--- config.mk ---
export PLATFORM = sky130hd
export DESIGN_NAME = mem_access_stage_flat
export DESIGN_NICKNAME = d
export VERILOG_FILES = /design/src/rtl/mem_access_stage_pkg.sv /design/src/rtl/mem_access_stage_if.sv /design/src/rtl/mem_access_stage_load_align.sv /design/src/rtl/mem_access_stage.sv /design/src/flat_wrapper.sv
export SDC_FILE = /design/constraint.sdc
export NUM_CORES = 1
export LEC_CHECK = 0
export BUFFER_PORTS_ARGS = -buffer_cell sky130_fd_sc_hd__buf_2
export CORE_MARGIN = 3
export CORE_UTILIZATION = 50
export CTS_BUF_LIST = sky130_fd_sc_hd__clkbuf_16
export CTS_CLUSTER_DIAMETER = 30
export DETAILED_ROUTE_END_ITERATION = 10
export PLACE_DENSITY = 0.84
export SYNTH_ARGS = -nofsm -noshare
export SYNTH_HDL_FRONTEND = slang
export SYNTH_SLANG_ARGS = --single-unit
--- constraint.sdc ---
create_clock -name clk -period 4.9 [get_ports clk]
set_input_delay 0.49 -clock clk [delete_from_list [all_inputs] [get_ports clk]]
set_output_delay 0.49 -clock clk [all_outputs]
set_load 0.03 [all_outputs]
--- src/rtl/mem_access_stage_pkg.sv ---
// Shared definitions for the memory access stage: access sizes, FSM states,
// exception codes and the small lane/alignment helpers used at issue time.
package mem_access_stage_pkg;

   // Access size encoding as delivered by execute (3 is reserved, handled as word)
   typedef enum logic [1:0] {
      SZ_BYTE = 2'd0,
      SZ_HALF = 2'd1,
      SZ_WORD = 2'd2,
      SZ_RSVD = 2'd3
   } size_e;

   // Stage sequencing: idle (accepting) or waiting on the data memory
   typedef enum logic {
      ST_IDLE = 1'b0,
      ST_REQ  = 1'b1
   } state_e;

   // Exception cause codes consumed by writeback / CP0
   localparam logic [4:0] EXC_CODE_NONE = 5'd0;
   localparam logic [4:0] EXC_CODE_ADEL = 5'd4;
   localparam logic [4:0] EXC_CODE_ADES = 5'd5;
   localparam logic [4:0] EXC_CODE_DBE  = 5'd7;
   localparam logic [4:0] EXC_CODE_OV   = 5'd12;

   // Per-instruction context that must survive an outstanding access
   typedef struct packed {
      logic [1:0] offset;
      logic [1:0] size;
      logic       load_unsigned;
      logic       is_load;
      logic       gp_we;
      logic [4:0] cad;
   } op_t;

   // Halfwords need even addresses, words (and reserved) need 4-byte alignment
   function automatic logic is_misaligned(input logic [1:0] sz, input logic [1:0] off);
      logic mis;
      case (sz)
         SZ_BYTE: mis = 1'b0;
         SZ_HALF: mis = off[0];
         default: mis = (off != 2'b00);
      endcase
      return mis;
   endfunction

   // Little-endian lane enables for an aligned access
   function automatic logic [3:0] byte_enables(input logic [1:0] sz, input logic [1:0] off);
      logic [3:0] be;
      case (sz)
         SZ_BYTE: be = 4'b0001 << off;
         SZ_HALF: be = 4'b0011 << off;
         default: be = 4'b1111;
      endcase
      return be;
   endfunction

   // Replicate store data across all lanes so any enabled lane carries it
   function automatic logic [31:0] store_data(input logic [1:0] sz, input logic [31:0] data);
      logic [31:0] wd;
      case (sz)
         SZ_BYTE: wd = {4{data[7:0]}};
         SZ_HALF: wd = {2{data[15:0]}};
         default: wd = data;
      endcase
      return wd;
   endfunction

   // Encode the (mutually exclusive) exception flags into a cause code
   function automatic logic [4:0] exc_code(input logic ovf, input logic adel,
                                           input logic ades, input logic bus);
      logic [4:0] code;
      if (ovf) begin
         code = EXC_CODE_OV;
      end else if (adel) begin
         code = EXC_CODE_ADEL;
      end else if (ades) begin
         code = EXC_CODE_ADES;
      end else if (bus) begin
         code = EXC_CODE_DBE;
      end else begin
         code = EXC_CODE_NONE;
      end
      return code;
   endfunction

endpackage

--- src/rtl/mem_access_stage_if.sv ---
// Bundle of the execute-side, data-memory and writeback signals of the stage.
// master = environment (execute + memory + writeback), slave = the stage.
interface mem_access_stage_if;
   // execute -> stage
   logic        in_valid;
   logic        in_ready;
   logic [31:0] alu_res;
   logic [31:0] shift_res;
   logic [31:0] dm_in;
   logic [31:0] ea;
   logic        ovfalu;
   logic        res_sel;
   logic        mem_rren;
   logic        mem_wren;
   logic [1:0]  size;
   logic        load_unsigned;
   logic [4:0]  cad;
   logic        gp_we;
   // stage <-> data memory
   logic        dmem_req;
   logic        dmem_we;
   logic [31:0] dmem_addr;
   logic [3:0]  dmem_be;
   logic [31:0] dmem_wdata;
   logic        dmem_ack;
   logic [31:0] dmem_rdata;
   // stage -> writeback
   logic        wb_valid;
   logic        wb_we;
   logic [4:0]  wb_cad;
   logic [31:0] wb_data;
   logic        exc_ovf;
   logic        exc_adel;
   logic        exc_ades;
   logic        exc_bus;

   modport master (
      output in_valid, alu_res, shift_res, dm_in, ea, ovfalu, res_sel,
             mem_rren, mem_wren, size, load_unsigned, cad, gp_we,
             dmem_ack, dmem_rdata,
      input  in_ready, dmem_req, dmem_we, dmem_addr, dmem_be, dmem_wdata,
             wb_valid, wb_we, wb_cad, wb_data,
             exc_ovf, exc_adel, exc_ades, exc_bus
   );

   modport slave (
      input  in_valid, alu_res, shift_res, dm_in, ea, ovfalu, res_sel,
             mem_rren, mem_wren, size, load_unsigned, cad, gp_we,
             dmem_ack, dmem_rdata,
      output in_ready, dmem_req, dmem_we, dmem_addr, dmem_be, dmem_wdata,
             wb_valid, wb_we, wb_cad, wb_data,
             exc_ovf, exc_adel, exc_ades, exc_bus
   );
endinterface

--- src/rtl/mem_access_stage_load_align.sv ---
// Load alignment: picks the addressed byte/halfword out of the read word and
// sign- or zero-extends it to 32 bits. Word (and reserved) sizes pass through.
module mem_access_stage_load_align
   import mem_access_stage_pkg::*;
(
   input  logic [31:0] word_i,
   input  logic [1:0]  offset_i,
   input  logic [1:0]  size_i,
   input  logic        unsigned_i,
   output logic [31:0] data_o
);

   logic [7:0]  byte_s;
   logic [15:0] half_s;

   // Lane select followed by extension according to size and signedness
   always_comb begin
      byte_s = 8'h00;
      half_s = 16'h0000;
      data_o = word_i;
      case (offset_i)
         2'd0:    byte_s = word_i[7:0];
         2'd1:    byte_s = word_i[15:8];
         2'd2:    byte_s = word_i[23:16];
         2'd3:    byte_s = word_i[31:24];
         default: byte_s = word_i[7:0];
      endcase
      if (offset_i[1]) begin
         half_s = word_i[31:16];
      end else begin
         half_s = word_i[15:0];
      end
      case (size_i)
         SZ_BYTE: data_o = unsigned_i ? {24'h000000, byte_s} : {{24{byte_s[7]}}, byte_s};
         SZ_HALF: data_o = unsigned_i ? {16'h0000, half_s}   : {{16{half_s[15]}}, half_s};
         default: data_o = word_i;
      endcase
   end

endmodule

--- src/rtl/mem_access_stage.sv ---
// Memory access stage: registers execute results, issues byte/half/word
// loads and stores on a req/ack data port with a bounded wait, and emits one
// registered writeback pulse per instruction. Upstream stalls while an
// access is outstanding.
module mem_access_stage
   import mem_access_stage_pkg::*;
#(
   parameter int unsigned ACK_TIMEOUT = 255
)(
   input  logic              clk,
   input  logic              reset,
   mem_access_stage_if.slave bus
);

   localparam logic [7:0] TIMEOUT_C = 8'(ACK_TIMEOUT);

   state_e      state_q, state_d;
   op_t         op_q, op_d;
   logic [7:0]  cnt_q, cnt_d;
   logic        in_ready_q, in_ready_d;
   logic        dmem_req_q, dmem_req_d;
   logic        dmem_we_q, dmem_we_d;
   logic [31:0] dmem_addr_q, dmem_addr_d;
   logic [3:0]  dmem_be_q, dmem_be_d;
   logic [31:0] dmem_wdata_q, dmem_wdata_d;
   logic        wb_valid_q, wb_valid_d;
   logic        wb_we_q, wb_we_d;
   logic [4:0]  wb_cad_q, wb_cad_d;
   logic [31:0] wb_data_q, wb_data_d;
   logic        exc_ovf_q, exc_ovf_d;
   logic        exc_adel_q, exc_adel_d;
   logic        exc_ades_q, exc_ades_d;
   logic        exc_bus_q, exc_bus_d;

   logic        accept_s;
   logic        is_mem_s;
   logic        mis_s;
   logic        issue_s;
   logic [7:0]  cnt_inc_s;
   logic        timeout_s;
   logic [31:0] load_data_s;

   // Decode of the instruction offered by execute
   always_comb begin
      accept_s  = bus.in_valid & in_ready_q;
      is_mem_s  = bus.mem_rren | bus.mem_wren;
      mis_s     = is_misaligned(bus.size, bus.ea[1:0]);
      issue_s   = is_mem_s & ~bus.ovfalu & ~mis_s;
      cnt_inc_s = cnt_q + 8'd1;
      timeout_s = (cnt_inc_s == TIMEOUT_C);
   end

   mem_access_stage_load_align u_load_align (
      .word_i     (bus.dmem_rdata),
      .offset_i   (op_q.offset),
      .size_i     (op_q.size),
      .unsigned_i (op_q.load_unsigned),
      .data_o     (load_data_s)
   );

   // Next-state and registered-output computation for the stage FSM
   always_comb begin
      state_d      = state_q;
      op_d         = op_q;
      cnt_d        = cnt_q;
      dmem_we_d    = dmem_we_q;
      dmem_addr_d  = dmem_addr_q;
      dmem_be_d    = dmem_be_q;
      dmem_wdata_d = dmem_wdata_q;
      wb_valid_d   = 1'b0;
      wb_we_d      = 1'b0;
      wb_cad_d     = wb_cad_q;
      wb_data_d    = wb_data_q;
      exc_ovf_d    = 1'b0;
      exc_adel_d   = 1'b0;
      exc_ades_d   = 1'b0;
      exc_bus_d    = 1'b0;
      case (state_q)
         ST_IDLE: begin
            if (accept_s) begin
               op_d.offset        = bus.ea[1:0];
               op_d.size          = bus.size;
               op_d.load_unsigned = bus.load_unsigned;
               op_d.is_load       = bus.mem_rren;
               op_d.gp_we         = bus.gp_we;
               op_d.cad           = bus.cad;
               if (issue_s) begin
                  state_d      = ST_REQ;
                  cnt_d        = 8'd0;
                  dmem_we_d    = bus.mem_wren;
                  dmem_addr_d  = {bus.ea[31:2], 2'b00};
                  dmem_be_d    = byte_enables(bus.size, bus.ea[1:0]);
                  dmem_wdata_d = store_data(bus.size, bus.dm_in);
               end else begin
                  // Completes immediately: plain result or a faulting access
                  wb_valid_d = 1'b1;
                  wb_cad_d   = bus.cad;
                  exc_ovf_d  = bus.ovfalu;
                  exc_adel_d = ~bus.ovfalu & bus.mem_rren & mis_s;
                  exc_ades_d = ~bus.ovfalu & bus.mem_wren & mis_s;
                  wb_we_d    = bus.gp_we & ~bus.ovfalu & ~is_mem_s;
                  if (is_mem_s) begin
                     wb_data_d = 32'h0000_0000;
                  end else begin
                     wb_data_d = bus.res_sel ? bus.shift_res : bus.alu_res;
                  end
               end
            end else begin
               state_d = ST_IDLE;
            end
         end
         ST_REQ: begin
            if (bus.dmem_ack) begin
               state_d    = ST_IDLE;
               dmem_we_d  = 1'b0;
               wb_valid_d = 1'b1;
               wb_cad_d   = op_q.cad;
               wb_we_d    = op_q.is_load & op_q.gp_we;
               wb_data_d  = op_q.is_load ? load_data_s : 32'h0000_0000;
            end else if (timeout_s) begin
               state_d    = ST_IDLE;
               dmem_we_d  = 1'b0;
               wb_valid_d = 1'b1;
               wb_cad_d   = op_q.cad;
               wb_data_d  = 32'h0000_0000;
               exc_bus_d  = 1'b1;
            end else begin
               cnt_d = cnt_inc_s;
            end
         end
         default: begin
            state_d   = ST_IDLE;
            dmem_we_d = 1'b0;
         end
      endcase
      in_ready_d = (state_d == ST_IDLE);
      dmem_req_d = (state_d == ST_REQ);
   end

   // State and output registers with synchronous reset
   always_ff @(posedge clk) begin
      if (reset) begin
         state_q      <= ST_IDLE;
         op_q         <= '0;
         cnt_q        <= 8'd0;
         in_ready_q   <= 1'b1;
         dmem_req_q   <= 1'b0;
         dmem_we_q    <= 1'b0;
         dmem_addr_q  <= 32'h0000_0000;
         dmem_be_q    <= 4'b0000;
         dmem_wdata_q <= 32'h0000_0000;
         wb_valid_q   <= 1'b0;
         wb_we_q      <= 1'b0;
         wb_cad_q     <= 5'd0;
         wb_data_q    <= 32'h0000_0000;
         exc_ovf_q    <= 1'b0;
         exc_adel_q   <= 1'b0;
         exc_ades_q   <= 1'b0;
         exc_bus_q    <= 1'b0;
      end else begin
         state_q      <= state_d;
         op_q         <= op_d;
         cnt_q        <= cnt_d;
         in_ready_q   <= in_ready_d;
         dmem_req_q   <= dmem_req_d;
         dmem_we_q    <= dmem_we_d;
         dmem_addr_q  <= dmem_addr_d;
         dmem_be_q    <= dmem_be_d;
         dmem_wdata_q <= dmem_wdata_d;
         wb_valid_q   <= wb_valid_d;
         wb_we_q      <= wb_we_d;
         wb_cad_q     <= wb_cad_d;
         wb_data_q    <= wb_data_d;
         exc_ovf_q    <= exc_ovf_d;
         exc_adel_q   <= exc_adel_d;
         exc_ades_q   <= exc_ades_d;
         exc_bus_q    <= exc_bus_d;
      end
   end

   assign bus.in_ready   = in_ready_q;
   assign bus.dmem_req   = dmem_req_q;
   assign bus.dmem_we    = dmem_we_q;
   assign bus.dmem_addr  = dmem_addr_q;
   assign bus.dmem_be    = dmem_be_q;
   assign bus.dmem_wdata = dmem_wdata_q;
   assign bus.wb_valid   = wb_valid_q;
   assign bus.wb_we      = wb_we_q;
   assign bus.wb_cad     = wb_cad_q;
   assign bus.wb_data    = wb_data_q;
   assign bus.exc_ovf    = exc_ovf_q;
   assign bus.exc_adel   = exc_adel_q;
   assign bus.exc_ades   = exc_ades_q;
   assign bus.exc_bus    = exc_bus_q;

endmodule

--- src/flat_wrapper.sv ---
// flat-port wrapper written by rule: the top's interface ports become plain ports
module mem_access_stage_flat import mem_access_stage_pkg::*;
#(
   parameter int unsigned ACK_TIMEOUT = 255
)
  (clk, reset, bus_in_valid, bus_alu_res, bus_shift_res, bus_dm_in, bus_ea, bus_ovfalu, bus_res_sel, bus_mem_rren, bus_mem_wren, bus_size, bus_load_unsigned, bus_cad, bus_gp_we, bus_dmem_ack, bus_dmem_rdata, bus_in_ready, bus_dmem_req, bus_dmem_we, bus_dmem_addr, bus_dmem_be, bus_dmem_wdata, bus_wb_valid, bus_wb_we, bus_wb_cad, bus_wb_data, bus_exc_ovf, bus_exc_adel, bus_exc_ades, bus_exc_bus);
  mem_access_stage_if bus_i ();
  input  logic clk;
  input  logic reset;
  input wire logic [$bits(bus_i.in_valid)-1:0] bus_in_valid;
  input wire logic [$bits(bus_i.alu_res)-1:0] bus_alu_res;
  input wire logic [$bits(bus_i.shift_res)-1:0] bus_shift_res;
  input wire logic [$bits(bus_i.dm_in)-1:0] bus_dm_in;
  input wire logic [$bits(bus_i.ea)-1:0] bus_ea;
  input wire logic [$bits(bus_i.ovfalu)-1:0] bus_ovfalu;
  input wire logic [$bits(bus_i.res_sel)-1:0] bus_res_sel;
  input wire logic [$bits(bus_i.mem_rren)-1:0] bus_mem_rren;
  input wire logic [$bits(bus_i.mem_wren)-1:0] bus_mem_wren;
  input wire logic [$bits(bus_i.size)-1:0] bus_size;
  input wire logic [$bits(bus_i.load_unsigned)-1:0] bus_load_unsigned;
  input wire logic [$bits(bus_i.cad)-1:0] bus_cad;
  input wire logic [$bits(bus_i.gp_we)-1:0] bus_gp_we;
  input wire logic [$bits(bus_i.dmem_ack)-1:0] bus_dmem_ack;
  input wire logic [$bits(bus_i.dmem_rdata)-1:0] bus_dmem_rdata;
  output wire logic [$bits(bus_i.in_ready)-1:0] bus_in_ready;
  output wire logic [$bits(bus_i.dmem_req)-1:0] bus_dmem_req;
  output wire logic [$bits(bus_i.dmem_we)-1:0] bus_dmem_we;
  output wire logic [$bits(bus_i.dmem_addr)-1:0] bus_dmem_addr;
  output wire logic [$bits(bus_i.dmem_be)-1:0] bus_dmem_be;
  output wire logic [$bits(bus_i.dmem_wdata)-1:0] bus_dmem_wdata;
  output wire logic [$bits(bus_i.wb_valid)-1:0] bus_wb_valid;
  output wire logic [$bits(bus_i.wb_we)-1:0] bus_wb_we;
  output wire logic [$bits(bus_i.wb_cad)-1:0] bus_wb_cad;
  output wire logic [$bits(bus_i.wb_data)-1:0] bus_wb_data;
  output wire logic [$bits(bus_i.exc_ovf)-1:0] bus_exc_ovf;
  output wire logic [$bits(bus_i.exc_adel)-1:0] bus_exc_adel;
  output wire logic [$bits(bus_i.exc_ades)-1:0] bus_exc_ades;
  output wire logic [$bits(bus_i.exc_bus)-1:0] bus_exc_bus;
  assign bus_i.in_valid = bus_in_valid;
  assign bus_i.alu_res = bus_alu_res;
  assign bus_i.shift_res = bus_shift_res;
  assign bus_i.dm_in = bus_dm_in;
  assign bus_i.ea = bus_ea;
  assign bus_i.ovfalu = bus_ovfalu;
  assign bus_i.res_sel = bus_res_sel;
  assign bus_i.mem_rren = bus_mem_rren;
  assign bus_i.mem_wren = bus_mem_wren;
  assign bus_i.size = bus_size;
  assign bus_i.load_unsigned = bus_load_unsigned;
  assign bus_i.cad = bus_cad;
  assign bus_i.gp_we = bus_gp_we;
  assign bus_i.dmem_ack = bus_dmem_ack;
  assign bus_i.dmem_rdata = bus_dmem_rdata;
  assign bus_in_ready = bus_i.in_ready;
  assign bus_dmem_req = bus_i.dmem_req;
  assign bus_dmem_we = bus_i.dmem_we;
  assign bus_dmem_addr = bus_i.dmem_addr;
  assign bus_dmem_be = bus_i.dmem_be;
  assign bus_dmem_wdata = bus_i.dmem_wdata;
  assign bus_wb_valid = bus_i.wb_valid;
  assign bus_wb_we = bus_i.wb_we;
  assign bus_wb_cad = bus_i.wb_cad;
  assign bus_wb_data = bus_i.wb_data;
  assign bus_exc_ovf = bus_i.exc_ovf;
  assign bus_exc_adel = bus_i.exc_adel;
  assign bus_exc_ades = bus_i.exc_ades;
  assign bus_exc_bus = bus_i.exc_bus;
  mem_access_stage #(.ACK_TIMEOUT(ACK_TIMEOUT)) u_core (.clk(clk), .reset(reset), .bus(bus_i));
endmodule
==> qor.txt <==
die area -> 14200 µm²
placed cell count -> 1171
RR Startpoint -> u_core.cnt_q[1]
crit path cell chain -> ha_1 -> xor2_1 -> nand4_1 -> or3b_1 -> o211ai_4 -> and2_1 -> a211oi_1
clk slew on worst S/H paths -> 0.06 ns
WL/cell -> 17.3 µm
Arr. time, crit path -> 3.26 ns
Max Freq -> 331 MHz
max_cap viols -> 0
slew margin rel. -> 0.281
CTS Hold Buffers Added -> 0
IO Pins -> 291
DR iter-0 viols -> 548
CTS H-tree lvls -> 4
CP max stage cell -> and2_1
RSZ-0062 raised after global routing -> no
Die Ht -> 119 µm
number of nets with antenna violations after routing -> 0
Area Overhead vs Synth -> 32.2%
number of flops mapped to enable cells by yosys -> 0
core area -> 12300 µm²
CTS Root Buffer Type -> clkbuf_16
CP peak stage delay -> 0.66 ns
crit-path max FO -> 22
PostCTS Resize Cnt -> 0
Crit path depth -> 7
Final nets -> 1201
sequential share of the synthesized area -> 0.413
fin crit share -> 0.616
Worst setup SP type -> register
Row Count -> 40
Power Dens Cells -> 357 nW/µm²
VDD IR max -> 0.246 mV
post-synthesis async set-or-reset flop share -> 0
CP Capture Type -> register
count leader, synth -> nand2_1
Worst R2R Setup Slack -> 1.88 ns
grt ovf -> 0
first drt pass iteration count -> 5
Setup Crit Path Kind -> reg2reg
# setup viols final -> 0
first-pass GRT wire length -> 32500 µm
Hold Slack -> 0.312 ns
non-filler cells, final -> 1203
delay-heaviest family, CP -> simple AND/OR/NAND/NOR gates
Avg Synthesized Cell Area -> 8.24 µm²
synthesized instance count -> 777
Synth Register Bits -> 132
via count -> 6735
Hold WC Path Type -> in2reg
Worst Path Required -> 5.14 ns
antenna violations before repair -> 0
synth unique cells -> 50
status -> completed
post-synthesis cell area -> 6400 µm²
worst skew pair latency -> 0.41 ns
Leak -> 3.75 nW
Tightest Pin Transition -> 1.08 ns
ys flop type -> dfxtp_1
DRC -> 0
total of warnings raised by yosys -> 0
CTS tree -> done
post-synth top area cell -> dfxtp_1
Buf/Inv on CP -> 0
reg2reg path depth -> 7
Hold Violations, Final -> 0
Ant. Diodes -> 0
I/O Buffers -> 288
ratio of cells with drive above 1 in the final layout -> 0.362
TritonCTS Buffers -> 17
TNS Setup -> 0 ns
Slew Viols, Final -> 0
top cells by area, synth -> dfxtp_1 (41%), nand2_1 (7.8%), a21oi_1 (6.4%), mux2_2 (5.6%), a211oi_1 (4.9%)
RePlAce Congestion -> 0.891
R2R Path End -> u_core.bus.wb_data[20]
Final Power -> 3.02 mW
Critical path origin -> u_core.cnt_q[1]
CTS sink count -> 132
DP HPWL -> 15000 µm
pin count of the biggest net entering global routing -> 97
CTS max path bufs -> 2
All-Layer GR Usage -> 0.286
Initial Utilization -> 0.522
top cells by count, synth -> nand2_1 (133), dfxtp_1 (132), a21oi_1 (82)
vias in the first global route -> 6346
# Post-CTS Setup Buffers -> 0
crit path capture -> u_core.bus.wb_data[20]
Yosys top cell area share -> 0.413
final wirelength -> 20800 µm
min Tclk post-route -> 3.02 ns
via/cell ratio -> 5.60
Die Wd -> 119 µm
clk_skew -> 0.00690 ns
stage by stage:
stage	utilization	instance area (µm²)	worst slack, ns
2_1_floorplan	-	6410	2.68
3_3_place_gp	0.641	7850	1.82
3_5_place_dp	0.641	7850	1.81
4_1_cts	0.690	8470	1.89
5_1_grt	0.690	8470	1.67
6_report	0.690	8470	1.88
layout by cell type, fill, tap and decap left out, types with 3 or more instances in the layout:
cell / netlist / layout
a22oi_1: 24 / 24
mux2i_1: 18 / 18
mux2_2: 32 / 32
clkinvlp_4: 0 / 3
or3_1: 3 / 3
clkinv_1: 1 / 4
dfxtp_1: 132 / 132
mux4_2: 8 / 8
nor3b_1: 4 / 4
clkbuf_16: 0 / 17
clkinv_2: 0 / 3
a21oi_1: 82 / 82
o211ai_1: 9 / 9
bufinv_16: 0 / 4
a311oi_1: 8 / 8
nor3_1: 17 / 16
nand2b_1: 4 / 4
buf_4: 3 / 9
buf_2: 9 / 287
nor2_1: 64 / 64
o31ai_1: 3 / 3
inv_1: 26 / 26
a221oi_1: 14 / 14
o22ai_1: 15 / 15
a211oi_1: 42 / 42
and2_1: 7 / 7
nand2_1: 133 / 133
o21ai_0: 14 / 14
nand4_1: 3 / 3
nand3_1: 10 / 10
o221a_2: 5 / 5
report_power, final:
part / leakage (nW) / switching, mW / internal (mW)
combinational: 2.38 / 0.339 / 0.198
sequential: 1.08 / 0.0344 / 1.13
clock: 0.292 / 0.473 / 0.844
state kept, by name, indices dropped and copies added (netlist names), 4 cells and up:
name                   cells
u_core.op_q               12
u_core.bus.wb_data        32
u_core.bus.wb_cad          5
u_core.bus.dmem_wdata     32
u_core.bus.dmem_be         4
u_core.cnt_q               8
u_core.bus.dmem_addr      30
worst min-delay path: cells and delay by family:
| kind | cells | cell delay (ns) |
|---|---|---|
| buf+inv | 1 | 0.09 |
| simple gates | 1 | 0.04 |
| compound gates | 1 | 0.05 |
logic make-up (layout without fill, tap and decap cells):
family | count (synthesis) | count (layout) | synth area share
AO/OA/AOI/OAI | 227 | 227 | 0.235
XOR/XNOR | 2 | 2 | 0.00274
adder cells (fa/ha/maj) | 2 | 2 | 0.00391
buffers and inverters | 98 | 355 | 0.0610
flip-flops | 132 | 132 | 0.413
multiplexers | 58 | 58 | 0.113
other | 1 | 2 | 0.000586
AND/OR/NAND/NOR | 257 | 257 | 0.172
per-layer routing:
metal,vias up,track usage,wire [µm]
met4,0,0.125,612
met3,38,0.0912,1820
met2,322,0.490,10400
li1,3276,-,-
met5,-,0,0
met1,3099,0.325,8020
cell type report:
class	count	area (µm²)
clock buffer	17	425
clock inverter	15	186
fill	1003	3800
inverter	27	101
multi-input combinational	548	3400
sequential	132	2640
tap	168	210
timing repair buffer	296	1500
worst min-delay path by stage:
stage | endpoint | depth (start not counted) | from
after floorplan | u_core.op_q[5] | 2 | u_core.op_q[5]
after global placement | u_core.bus.dmem_addr[10] | 2 | u_core.bus.dmem_addr[10]
after detailed placement | u_core.bus.dmem_addr[11] | 2 | u_core.bus.dmem_addr[11]
after CTS | u_core.bus.dmem_addr[30] | 3 | bus_ea[30]
after global routing | u_core.bus.dmem_addr[11] | 3 | bus_ea[11]
final | u_core.bus.dmem_addr[4] | 3 | bus_ea[4]
(Power assumes the default switching activity.)
